$ cat config.mk
export PLATFORM = sky130hd
export DESIGN_NAME = rf_write_scheduler
export DESIGN_NICKNAME = d
export VERILOG_FILES = /design/src/rtl/rf_write_scheduler.sv
export SDC_FILE = /design/constraint.sdc
export NUM_CORES = 1
export LEC_CHECK = 0
export BUFFER_PORTS_ARGS = -buffer_cell sky130_fd_sc_hd__buf_2
export CORE_MARGIN = 2
export CORE_UTILIZATION = 35
export CTS_CLUSTER_SIZE = 40
export DETAILED_ROUTE_END_ITERATION = 12
export GPL_ROUTABILITY_DRIVEN = 0
export PLACE_DENSITY = 0.7
export SLEW_MARGIN = 10
export SYNTH_ARGS = -nofsm -noshare
export SYNTH_HDL_FRONTEND = slang
export SYNTH_SLANG_ARGS = --single-unit
export TNS_END_PERCENT = 1
$ cat constraint.sdc
create_clock -name clk -period 10.9 [get_ports clk]
set_input_delay 2.18 -clock clk [delete_from_list [all_inputs] [get_ports clk]]
set_output_delay 2.18 -clock clk [all_outputs]
set_load 0.01 [all_outputs]
$ cat src/rtl/rf_write_scheduler.sv
// rf_write_scheduler
//   Shares the single register-file write port between the pipeline
//   write-back stage (WB) and the multi-cycle load/multiply unit (MCU).
//   It also keeps a busy scoreboard of registers with outstanding MCU writes
//   and flags read/write hazards to the issue stage.
//
// Ports:
//   clk, rst                    clock (rising edge), async active-low reset
//   wb_en/wb_dest/wb_data       WB write request; wb_ready = accepted this cycle
//   mcu_valid/mcu_dest/mcu_data MCU write request; mcu_ready = accepted this cycle
//   alloc_en/alloc_dest         issue stage dispatches a multi-cycle op to alloc_dest
//   chk_src1/chk_src2/chk_dest  registers of the instruction being issued
//   hazard                      combinational: one of the chk registers is busy
//   rf_we/rf_dest/rf_data       registered register-file write port (1-cycle latency)
//   busy_cnt                    registered number of busy scoreboard entries
//
// Optional feature (macro RF_STARVE_GUARD_EN):
//   After STARVE_LIMIT consecutive MCU wait cycles, WB is stalled for one
//   cycle and the MCU is granted. Without the macro WB has strict priority.
module rf_write_scheduler #(
    parameter int unsigned DATA_W = 32,
    parameter int unsigned NREG   = 16
`ifdef RF_STARVE_GUARD_EN
    ,
    parameter int unsigned STARVE_LIMIT = 4
`endif
) (
    input  logic              clk,
    input  logic              rst,
    input  logic              wb_en,
    input  logic [3:0]        wb_dest,
    input  logic [DATA_W-1:0] wb_data,
    output logic              wb_ready,
    input  logic              mcu_valid,
    input  logic [3:0]        mcu_dest,
    input  logic [DATA_W-1:0] mcu_data,
    output logic              mcu_ready,
    input  logic              alloc_en,
    input  logic [3:0]        alloc_dest,
    input  logic [3:0]        chk_src1,
    input  logic [3:0]        chk_src2,
    input  logic [3:0]        chk_dest,
    output logic              hazard,
    output logic              rf_we,
    output logic [3:0]        rf_dest,
    output logic [DATA_W-1:0] rf_data,
    output logic [4:0]        busy_cnt
);

    localparam int unsigned CNT_W = 5;

    logic              guard_c;
    logic              grant_wb;
    logic              grant_mcu;
    logic [NREG-1:0]   busy_q;
    logic [NREG-1:0]   set_mask;
    logic [NREG-1:0]   clr_mask;
    logic [NREG-1:0]   busy_nxt;
    logic [CNT_W-1:0]  cnt_nxt;

`ifdef RF_STARVE_GUARD_EN
    logic [2:0] starve_q;

    // Guard fires while the MCU is still waiting and has hit the limit.
    assign guard_c = mcu_valid && (starve_q == 3'(STARVE_LIMIT));

    // Consecutive MCU wait cycles; cleared on grant or when MCU goes idle.
    always_ff @(posedge clk or negedge rst) begin
        if (!rst) begin
            starve_q <= 3'd0;
        end else if (grant_mcu || !mcu_valid) begin
            starve_q <= 3'd0;
        end else if (!mcu_ready) begin
            starve_q <= starve_q + 3'd1;
        end
    end
`else
    assign guard_c = 1'b0;
`endif

    // Arbitration: WB first unless the starve guard stalls it.
    always_comb begin
        wb_ready  = !guard_c;
        mcu_ready = guard_c || !wb_en;
        grant_wb  = wb_en && wb_ready;
        grant_mcu = mcu_valid && mcu_ready && !grant_wb;
    end

    // Next scoreboard: clear on MCU grant, then set on alloc so set wins.
    always_comb begin
        set_mask = '0;
        clr_mask = '0;
        if (alloc_en) begin
            set_mask[alloc_dest] = 1'b1;
        end
        if (grant_mcu) begin
            clr_mask[mcu_dest] = 1'b1;
        end
        busy_nxt = (busy_q & ~clr_mask) | set_mask;
        // Population count is bounded by NREG, so it can never wrap.
        cnt_nxt = '0;
        for (int unsigned i = 0; i < NREG; i++) begin
            cnt_nxt = cnt_nxt + CNT_W'(busy_nxt[i]);
        end
    end

    assign hazard = busy_q[chk_src1] | busy_q[chk_src2] | busy_q[chk_dest];

    // Scoreboard and busy count registers.
    always_ff @(posedge clk or negedge rst) begin
        if (!rst) begin
            busy_q   <= '0;
            busy_cnt <= '0;
        end else begin
            busy_q   <= busy_nxt;
            busy_cnt <= cnt_nxt;
        end
    end

    // Registered write port; dest/data hold when nothing is granted.
    always_ff @(posedge clk or negedge rst) begin
        if (!rst) begin
            rf_we   <= 1'b0;
            rf_dest <= '0;
            rf_data <= '0;
        end else begin
            rf_we <= grant_wb || grant_mcu;
            if (grant_wb) begin
                rf_dest <= wb_dest;
                rf_data <= wb_data;
            end else if (grant_mcu) begin
                rf_dest <= mcu_dest;
                rf_data <= mcu_data;
            end
        end
    end

endmodule

==> impl_metrics.toml, run 1 <==
[status]
status = "finished, final reports clean"

[logic_synthesis]
syn_nets = 434
synth-seq-cells = 58
seq_area_frac_synth_pct = 43.1
synth_cell_types = 34
synth_cells = 326
netlist_area_um2 = 3370
yosys_warnings = 0
avgSynthCellArea_um2 = 10.3

[setup_path]
startpoint = "mcu_valid"
crit_path_end = "busy_cnt[4]"
arrival_ns = 6.53
cp_max_fo = 40
r2r-end = "busy_cnt[4]"
cp_top_family = "adder cells"
rrSetupSlack_ns = 7.20
slowest_delay_ns = 0.56
crit_buf_inv = 5
cpMostUsedCell = "fa_1"
end_kind = "flop"
startpoint_type = "input pin"
crit_slowest_cell = "fa_1"
worst-path-stages = 17
reg2reg_depth = 13
crit_chain = "buf_2 > buf_4 > nor3b_1 > nand2b_1 > o21ai_0 > o21ai_0 > fa_1 > inv_1 > fa_1 > fa_1 > fa_1 > inv_1 > ha_1 > inv_1 > fa_1 > nor2b_1 > o21a_1"
critPathKind = "input pin to flop"
crit_required_ns = 11.18
r2r_start = "busy_q[1]"

[placement]
placed_area_um2 = 4150
dp.final_hpwl_mm = 6.51
dp.cells = 576
portBuffers = 136

[sta]
rsz0062_at_grt = "no"
slew-limit-headroom_pct = 29.4
fmax_ghz = 0.160
post-route-period-util_pct = 57.4
min_period_ns = 6.25
clock_skew_ns = 0.00580
final_max_slew_viol_count = 0
setup_tns_ns = 0
hold_violations = 0
worst_pin_slew_ns = 1.06
setup_violations = 0

[flow_run]
max-cap-violations = 0

[power_and_ir_drop]
pwr-share-clk_pct = 25.3
power_frac_comb_pct = 45.8
sw_frac_of_total_pct = 35.4
seqPwrFrac_pct = 28.9
p_per_area_nw_per_um2 = 223
power_switching_w = 0.000347
power.internal_w = 0.000632
leakagePower_nw = 2.17
vdd_drop_max_mv = 0.149

[route]
first_iter_violations = 91
wire_per_inst_um = 14.3
detail_route.vias_per_cell = 4.89
route.detailed.drc = 0
dr.pass1.iters = 4
ant_nets = 0
vias = 2895
wl_mm = 8.45

[final_layout]
layout_common_cells = "buf_2, o21ai_0, dfrtp_1"
area_delta_synth_final_pct = 30.5
layout.nets = 566
final_cell_count_no_fill = 592
design_area_um2 = 4400
final_common_cell = "buf_2"
num_antenna_cells = 0
drive_above_1_share_pct = 35.4
fin_util_pct = 47.4

[clock_tree]
cts_tree = "done"
ctsHoldBuffers = 0
cts.sinks = 58
cts_made_buffers = 9
clock_path_buffers = 2
cts_setup_buffers = 0
cts_resized = 0
clockRootBuffer = "clkbuf_8"
path_clk_slew_ns = 0.07
h-tree-depth = 3
clk_latency_ns = 0.33

[floorplan]
floorplan.initialDensity_pct = 36.3
pin_count = 138
core_area_um2 = 9280
core.rowCount = 35
die_x_um = 102
dieArea_um2 = 10400
die_h_um = 102

[global_route]
antenna_found_initial = 0
grt_pass1_vias = 2928
grt_max_degree = 76
grt_overflow = 0
grt_first_pass_wirelength_mm = 13.9
grtUsageTotal_pct = 17.2

[hold_path]
min_path_type = "flop to flop"
worst min path at each step:
stage	from	to	slack, ns	depth (start not counted)
finish	rf_dest[2]	rf_dest[2]	0.56	2
global route	rf_data[16]	rf_data[16]	0.61	2
CTS	rf_dest[1]	rf_dest[1]	0.57	2
detailed placement	rf_dest[1]	rf_dest[1]	0.55	2
global placement	rf_data[28]	rf_data[28]	0.54	2
floorplan	busy_q[8]	busy_q[8]	0.54	2
sequential cells by signal (all words and copies together), names as in the netlist:
name,cells
busy_cnt,5
rf_we,1
busy_q,16
rf_data,32
rf_dest,4
metrics by stage:
| stage | total power [W] | worst slack, ns | hold slack (ns) |
|---|---|---|---|
| floorplan | 0.000612 | 5.08 | 0.540 |
| global placement | 0.000716 | 4.34 | 0.545 |
| detailed placement | 0.000749 | 4.26 | 0.554 |
| CTS | 0.00100 | 4.62 | 0.574 |
| global route | 0.00108 | 4.29 | 0.611 |
| finish | 0.000979 | 4.65 | 0.557 |
Yosys cell counts:
master    number  share of area (%)
fa_1          10                5.9
o32ai_1        3               0.78
a21o_1         1               0.22
mux4_1         3                2.3
nand3_1        4               0.59
nor2b_1        1               0.19
nand2_1       42                4.7
mux2i_1       54                 16
inv_1         14                1.6
nand4b_1       1               0.26
or2_2          4               0.74
a21oi_1        1               0.15
clkbuf_1      10                1.1
mux2_1         1               0.33
conb_1         1               0.11
o21ai_0       66                9.8
o22ai_1        5               0.93
or3_1          3               0.56
dfrtp_1       58                 43
nor2_1         1               0.11
buf_4          3               0.67
nor3b_1        1               0.22
mux4_2         1               0.67
o41ai_1        1               0.26
nand2b_1       6                1.1
xnor2_1        2               0.52
buf_2          4               0.59
or3b_2         5                1.3
nand3b_1       4               0.89
ha_1           5                1.9
o21a_1         7                1.6
o31ai_1        1               0.22
nor4_1         2               0.37
nand4_1        1               0.19
logic make-up after synthesis:
logic type,after synthesis,share of synthesized area (%)
other,1,0.111
XOR/XNOR,2,0.520
multiplexers,59,19.4
AO/OA/AOI/OAI,85,13.9
adder cells (fa/ha/maj),15,7.80
AND/OR/NAND/NOR,75,11.2
flip-flops,58,43.1
buffers and inverters,31,3.94
layout make-up:
cell class              instances  area, µm²
multi-input cells             237       1780
fillers                       908       4890
repair buffers                138        696
clock buffers                  10        138
clock inverters                 6        114
inverters                      14       52.6
flip-flops and latches         58       1450
well taps                     129        161
layer usage:
metal / global-route usage (%) / routed length (µm) / share of wire, % / vias up
met2: 28.2 / 4110 / 49 / 117
li1: - / - / - / 1432
met5: 0 / 0 / 0 / -
met3: 3.21 / 495 / 5.9 / 15
met4: 7.69 / 203 / 2.4 / 0
met1: 22.2 / 3630 / 43 / 1331
power by group through the flow:
stage                     sequential [W]  clock, W  combinational (W)
after floorplan                 0.000291         0           0.000321
after global placement          0.000285         0           0.000431
after detailed placement        0.000287         0           0.000462
after CTS                       0.000283  0.000255           0.000465
after global routing            0.000288  0.000263           0.000526
final                           0.000283  0.000247           0.000449
worst reg2reg max path, cell delays in order, from the launching register on:
cell     delay (ns)
dfrtp_1        0.42
o21ai_0        0.09
o21ai_0        0.17
fa_1           0.56
inv_1          0.05
fa_1           0.48
fa_1           0.53
fa_1           0.41
inv_1          0.07
ha_1           0.16
inv_1          0.06
fa_1           0.40
nor2b_1        0.13
o21a_1         0.11
(Power assumes the default switching activity.)
==> run 2: changes to the inputs <==
- clock period: 10.9 -> 6.1 ns (I/O delays scaled with it)
==> impl_metrics.toml, run 2 (synthesis results as in run 1) <==
[route]
dr.pass1.iters = 7
wl_mm = 8.54
ant_nets = 0
detail_route.vias_per_cell = 4.97
vias = 2941
route.detailed.drc = 0
first_iter_violations = 120
wire_per_inst_um = 14.4

[setup_path]
crit_buf_inv = 4
cpMostUsedCell = "fa_1"
end_kind = "flop"
startpoint_type = "input pin"
cp_top_family = "adder cells"
crit_required_ns = 6.38
slowest_delay_ns = 0.55
critPathKind = "input pin to flop"
crit_slowest_cell = "fa_1"
cp_max_fo = 9
arrival_ns = 5.25
crit_chain = "buf_2 > nor3b_1 > nand2b_1 > o21ai_0 > o41ai_1 > fa_1 > inv_1 > fa_1 > fa_1 > fa_1 > inv_1 > ha_1 > inv_1 > fa_1 > nor2b_1 > o21a_1"

[sta]
rsz0062_at_grt = "no"
worst_pin_slew_ns = 0.735
clock_skew_ns = 0.00417
fmax_ghz = 0.201
post-route-period-util_pct = 81.6
setup_violations = 0
hold_violations = 0
setup_tns_ns = 0
slew-limit-headroom_pct = 51.0
hold_slack_ns = 0.568
min_period_ns = 4.98
final_max_slew_viol_count = 0

[final_layout]
fin_util_pct = 46.8
layout_common_cells = "buf_2, o21ai_0, dfrtp_1"
layout.nets = 567
final_common_cell = "buf_2"
num_antenna_cells = 0
drive_above_1_share_pct = 35.4
area_delta_synth_final_pct = 29.0
top_regs = "rf_data: 32 flops, busy_q: 16 flops, busy_cnt: 5 flops"
largest_reg_flops = 32
regMostFlops = "rf_data"

[global_route]
grt_first_pass_wirelength_mm = 13.8
grt_overflow = 0
grtUsageTotal_pct = 16.9
grt_pass1_vias = 2806
antenna_found_initial = 1
grt_max_degree = 68

[floorplan]
pin_count = 138
die_x_um = 102
dieArea_um2 = 10400
floorplan.initialDensity_pct = 36.3
die_h_um = 102
core_area_um2 = 9280
core.rowCount = 35

[clock_tree]
ctsHoldBuffers = 0
clockRootBuffer = "clkbuf_8"
cts_made_buffers = 9
clock_path_buffers = 2
cts_resized = 0
cts_setup_buffers = 0
clk_latency_ns = 0.33
h-tree-depth = 3
path_clk_slew_ns = 0.07
cts_tree = "done"
cts.sinks = 58

[flow_run]
max-cap-violations = 0

[placement]
dp.final_hpwl_mm = 6.64
portBuffers = 136

[hold_path]
min_path_type = "flop to flop"

[status]
status = "finished, final reports clean"

[power_and_ir_drop]
leakagePower_nw = 2.14
vdd_drop_max_mv = 0.248
p_per_area_nw_per_um2 = 380
-- run 2: cell types whose count changed in the layout (fill, tap and decap cells not counted), sizes merged --
cell	before	now
bufinv	3	1
buf	138	139
clkinvlp	2	4
clkbuf	10	9
-- run 2: stage by stage --
step | worst slack [ns] | instance area (µm²) | power [W] | std cells
finish | 1.12 | 4350 | 0.00165 | 592
global route | 0.900 | 4350 | 0.00181 | 592
CTS | 1.16 | 4350 | 0.00168 | 592
detailed placement | 0.844 | 4150 | 0.00132 | 577
global placement | 0.930 | 4150 | 0.00128 | 577
floorplan | 1.24 | 3370 | 0.00109 | 326
-- run 2: where the power goes --
part / internal, W / switching, W
sequential: 0.000463 / 0.0000449
combinational: 0.000383 / 0.000408
clock: 0.000187 / 0.000164
-- run 2: cell type report --
type	count	area, µm²
clock buffers	9	124
multi-input cells	237	1780
flip-flops and latches	58	1450
fillers	949	4940
repair buffers	139	703
inverters	14	52.6
well taps	129	161
clock inverters	6	68.8
-- run 2: final timing paths --
path,from,depth (start not counted),to,slack (ns)
worst min register to register,rf_data[10],2,rf_data[10],0.57
min in group asynchronous,rst,2,rf_data[12],1.02
worst max-delay path,wb_en,16,busy_cnt[4],1.12
max in group asynchronous,rst,2,busy_q[15],4.58
worst min-delay path,rf_data[10],2,rf_data[10],0.57
worst max register to register,busy_q[3],13,busy_cnt[4],2.37
-- run 2: worst min-delay path, stage by stage, from the launching register on --
cell	delay, ns
dfrtp_1	0.35
mux2i_1	0.06
o21ai_0	0.12
-- run 2: layer usage --
metal	wire length (µm)	global-route usage, %
met1	3640	21.9
met2	4170	28.3
met3	608	3.56
met4	110	5.64
met5	13	0
==> run 3: changes to the inputs <==
- PLACE_DENSITY: 0.7 -> 0.73
- clock period: 6.1 -> 4.45 ns (I/O delays scaled with it)
==> impl_metrics.toml, run 3 (synthesis results as in run 1) <==
[global_route]
grt_max_degree = 70
antenna_found_initial = 0
grt_first_pass_wirelength_mm = 14.6
grtUsageTotal_pct = 17.8
grt_pass1_vias = 3114
grt_overflow = 0

[route]
route.detailed.drc = 0
vias = 3054
detail_route.vias_per_cell = 5.00
dr.pass1.iters = 5
ant_nets = 0
wl_mm = 8.92
wire_per_inst_um = 14.6
first_iter_violations = 138

[placement]
dp.final_hpwl_mm = 6.91
portBuffers = 136

[sta]
setup_tns_ns = 0
worst_pin_slew_ns = 0.586
hold_violations = 0
clock_skew_ns = 0.00899
slew-limit-headroom_pct = 60.9
final_max_slew_viol_count = 0
fmax_ghz = 0.231
setup_violations = 0
min_period_ns = 4.33
post-route-period-util_pct = 97.4
hold_slack_ns = 0.539

[setup_path]
r2r-end = "busy_cnt[1]"
crit_required_ns = 4.69
reg2reg_depth = 12
cp_max_fo = 4
critPathKind = "input pin to flop"
rrSetupSlack_ns = 0.77
startpoint_type = "input pin"
arrival_ns = 4.57
end_kind = "flop"
r2r_start = "busy_q[13]"

[clock_tree]
clk_latency_ns = 0.34
cts_tree = "done"
clock_path_buffers = 2
cts_made_buffers = 9
path_clk_slew_ns = 0.08
clockRootBuffer = "clkbuf_8"
h-tree-depth = 3
cts.sinks = 58

[final_layout]
nFillCells = 893
layout.nets = 585
drive_above_1_share_pct = 39.8
final_common_cell = "buf_2"
area_delta_synth_final_pct = 35.0
fin_util_pct = 49.0
largest_reg_flops = 32
regMostFlops = "rf_data"
num_antenna_cells = 0
layout_common_cells = "buf_2, o21ai_0, dfrtp_1"
top_regs = "rf_data: 32 flops, busy_q: 16 flops, busy_cnt: 5 flops"

[floorplan]
dieArea_um2 = 10400
pin_count = 138
floorplan.initialDensity_pct = 36.3
core_area_um2 = 9280
die_h_um = 102
die_x_um = 102
core.rowCount = 35

[power_and_ir_drop]
pwr-share-clk_pct = 21.8
seqPwrFrac_pct = 28.0
p_per_area_nw_per_um2 = 548
sw_frac_of_total_pct = 37.0
power_frac_comb_pct = 50.2
power.internal_w = 0.00157
power_switching_w = 0.000923
vdd_drop_max_mv = 0.272
finalPower_w = 0.00249
leakagePower_nw = 2.24

[flow_run]
max-cap-violations = 0

[status]
status = "finished, final reports clean"

[hold_path]
min_path_type = "input pin to async pin"
-- run 3: cell types whose count changed in the layout (fill, tap and decap cells not counted), sizes merged --
cell,change
bufinv,+1
clkbuf,+1
buf,+18
clkinvlp,-1
-- run 3: layout make-up --
class / count / area [µm²] / area share, %
Clock inverter: 6 / 91.3 / 2.01
Multi-Input combinational cell: 237 / 1820 / 40.0
Tap cell: 129 / 161 / 3.55
Clock buffer: 10 / 128 / 2.81
Inverter: 14 / 52.6 / 1.16
Sequential cell: 58 / 1450 / 31.9
Timing Repair Buffer: 157 / 845 / 18.6
-- run 3: critical path, cell delays in order --
cell and delay (ns):
buf_2 0.12, nor3b_4 0.26, nand2b_1 0.16, o21ai_1 0.19
o21ai_2 0.10, fa_1 0.57, inv_2 0.04, fa_1 0.45
fa_1 0.53, fa_1 0.41, inv_1 0.07, ha_2 0.18
inv_2 0.04, fa_2 0.52, inv_2 0.03
-- run 3: what timing repair did --
action	in CTS	in global routing
gates resized for setup	1	16
hold buffers	0	0
pin swaps	0	4
gates cloned	0	0
endpoints found under the setup margin	1	4
setup buffers	0	0
-- run 3: worst max path at each step --
| stage | startpoint | to | slack, ns | depth (start not counted) |
|---|---|---|---|---|
| after floorplan | mcu_valid | busy_cnt[4] | 0.04 | 16 |
| after global placement | mcu_dest[3] | busy_cnt[4] | -0.26 | 16 |
| final | mcu_dest[3] | busy_cnt[1] | 0.12 | 15 |
| after detailed placement | mcu_dest[3] | busy_cnt[4] | -0.33 | 16 |
| after global routing | mcu_dest[3] | busy_cnt[1] | -0.03 | 15 |
| after CTS | mcu_dest[3] | busy_cnt[4] | 0.03 | 16 |
-- run 3: layer usage --
layer  vias up  global-route usage (%)  part of all wire (%)
li1       1457                       -                     -
met1      1462                    21.4                    42
met2       118                    32.1                    51
met3        17                    2.87                   5.9
met4         0                    6.56                   1.8
met5         -                       0                     0
-- run 3: power by group through the flow --
| stage | Combinational (W) | Sequential (W) | Clock (W) |
|---|---|---|---|
| 6_report | 0.00125 | 0.000698 | 0.000543 |
| 5_1_grt | 0.00142 | 0.000708 | 0.000576 |
| 4_1_cts | 0.00122 | 0.000697 | 0.000553 |
| 3_5_place_dp | 0.00121 | 0.000706 | 0 |
| 3_3_place_gp | 0.00112 | 0.000701 | 0 |
| 2_1_floorplan | 0.000788 | 0.000713 | 0 |
-- run 3: metrics by stage --
stage	setup WS, ns	cells	instance area, µm²
4_1_cts	0.0313	611	4520
6_report	0.115	611	4550
3_5_place_dp	-0.328	595	4290
3_3_place_gp	-0.256	595	4290
5_1_grt	-0.0304	611	4550
2_1_floorplan	0.0368	326	3380
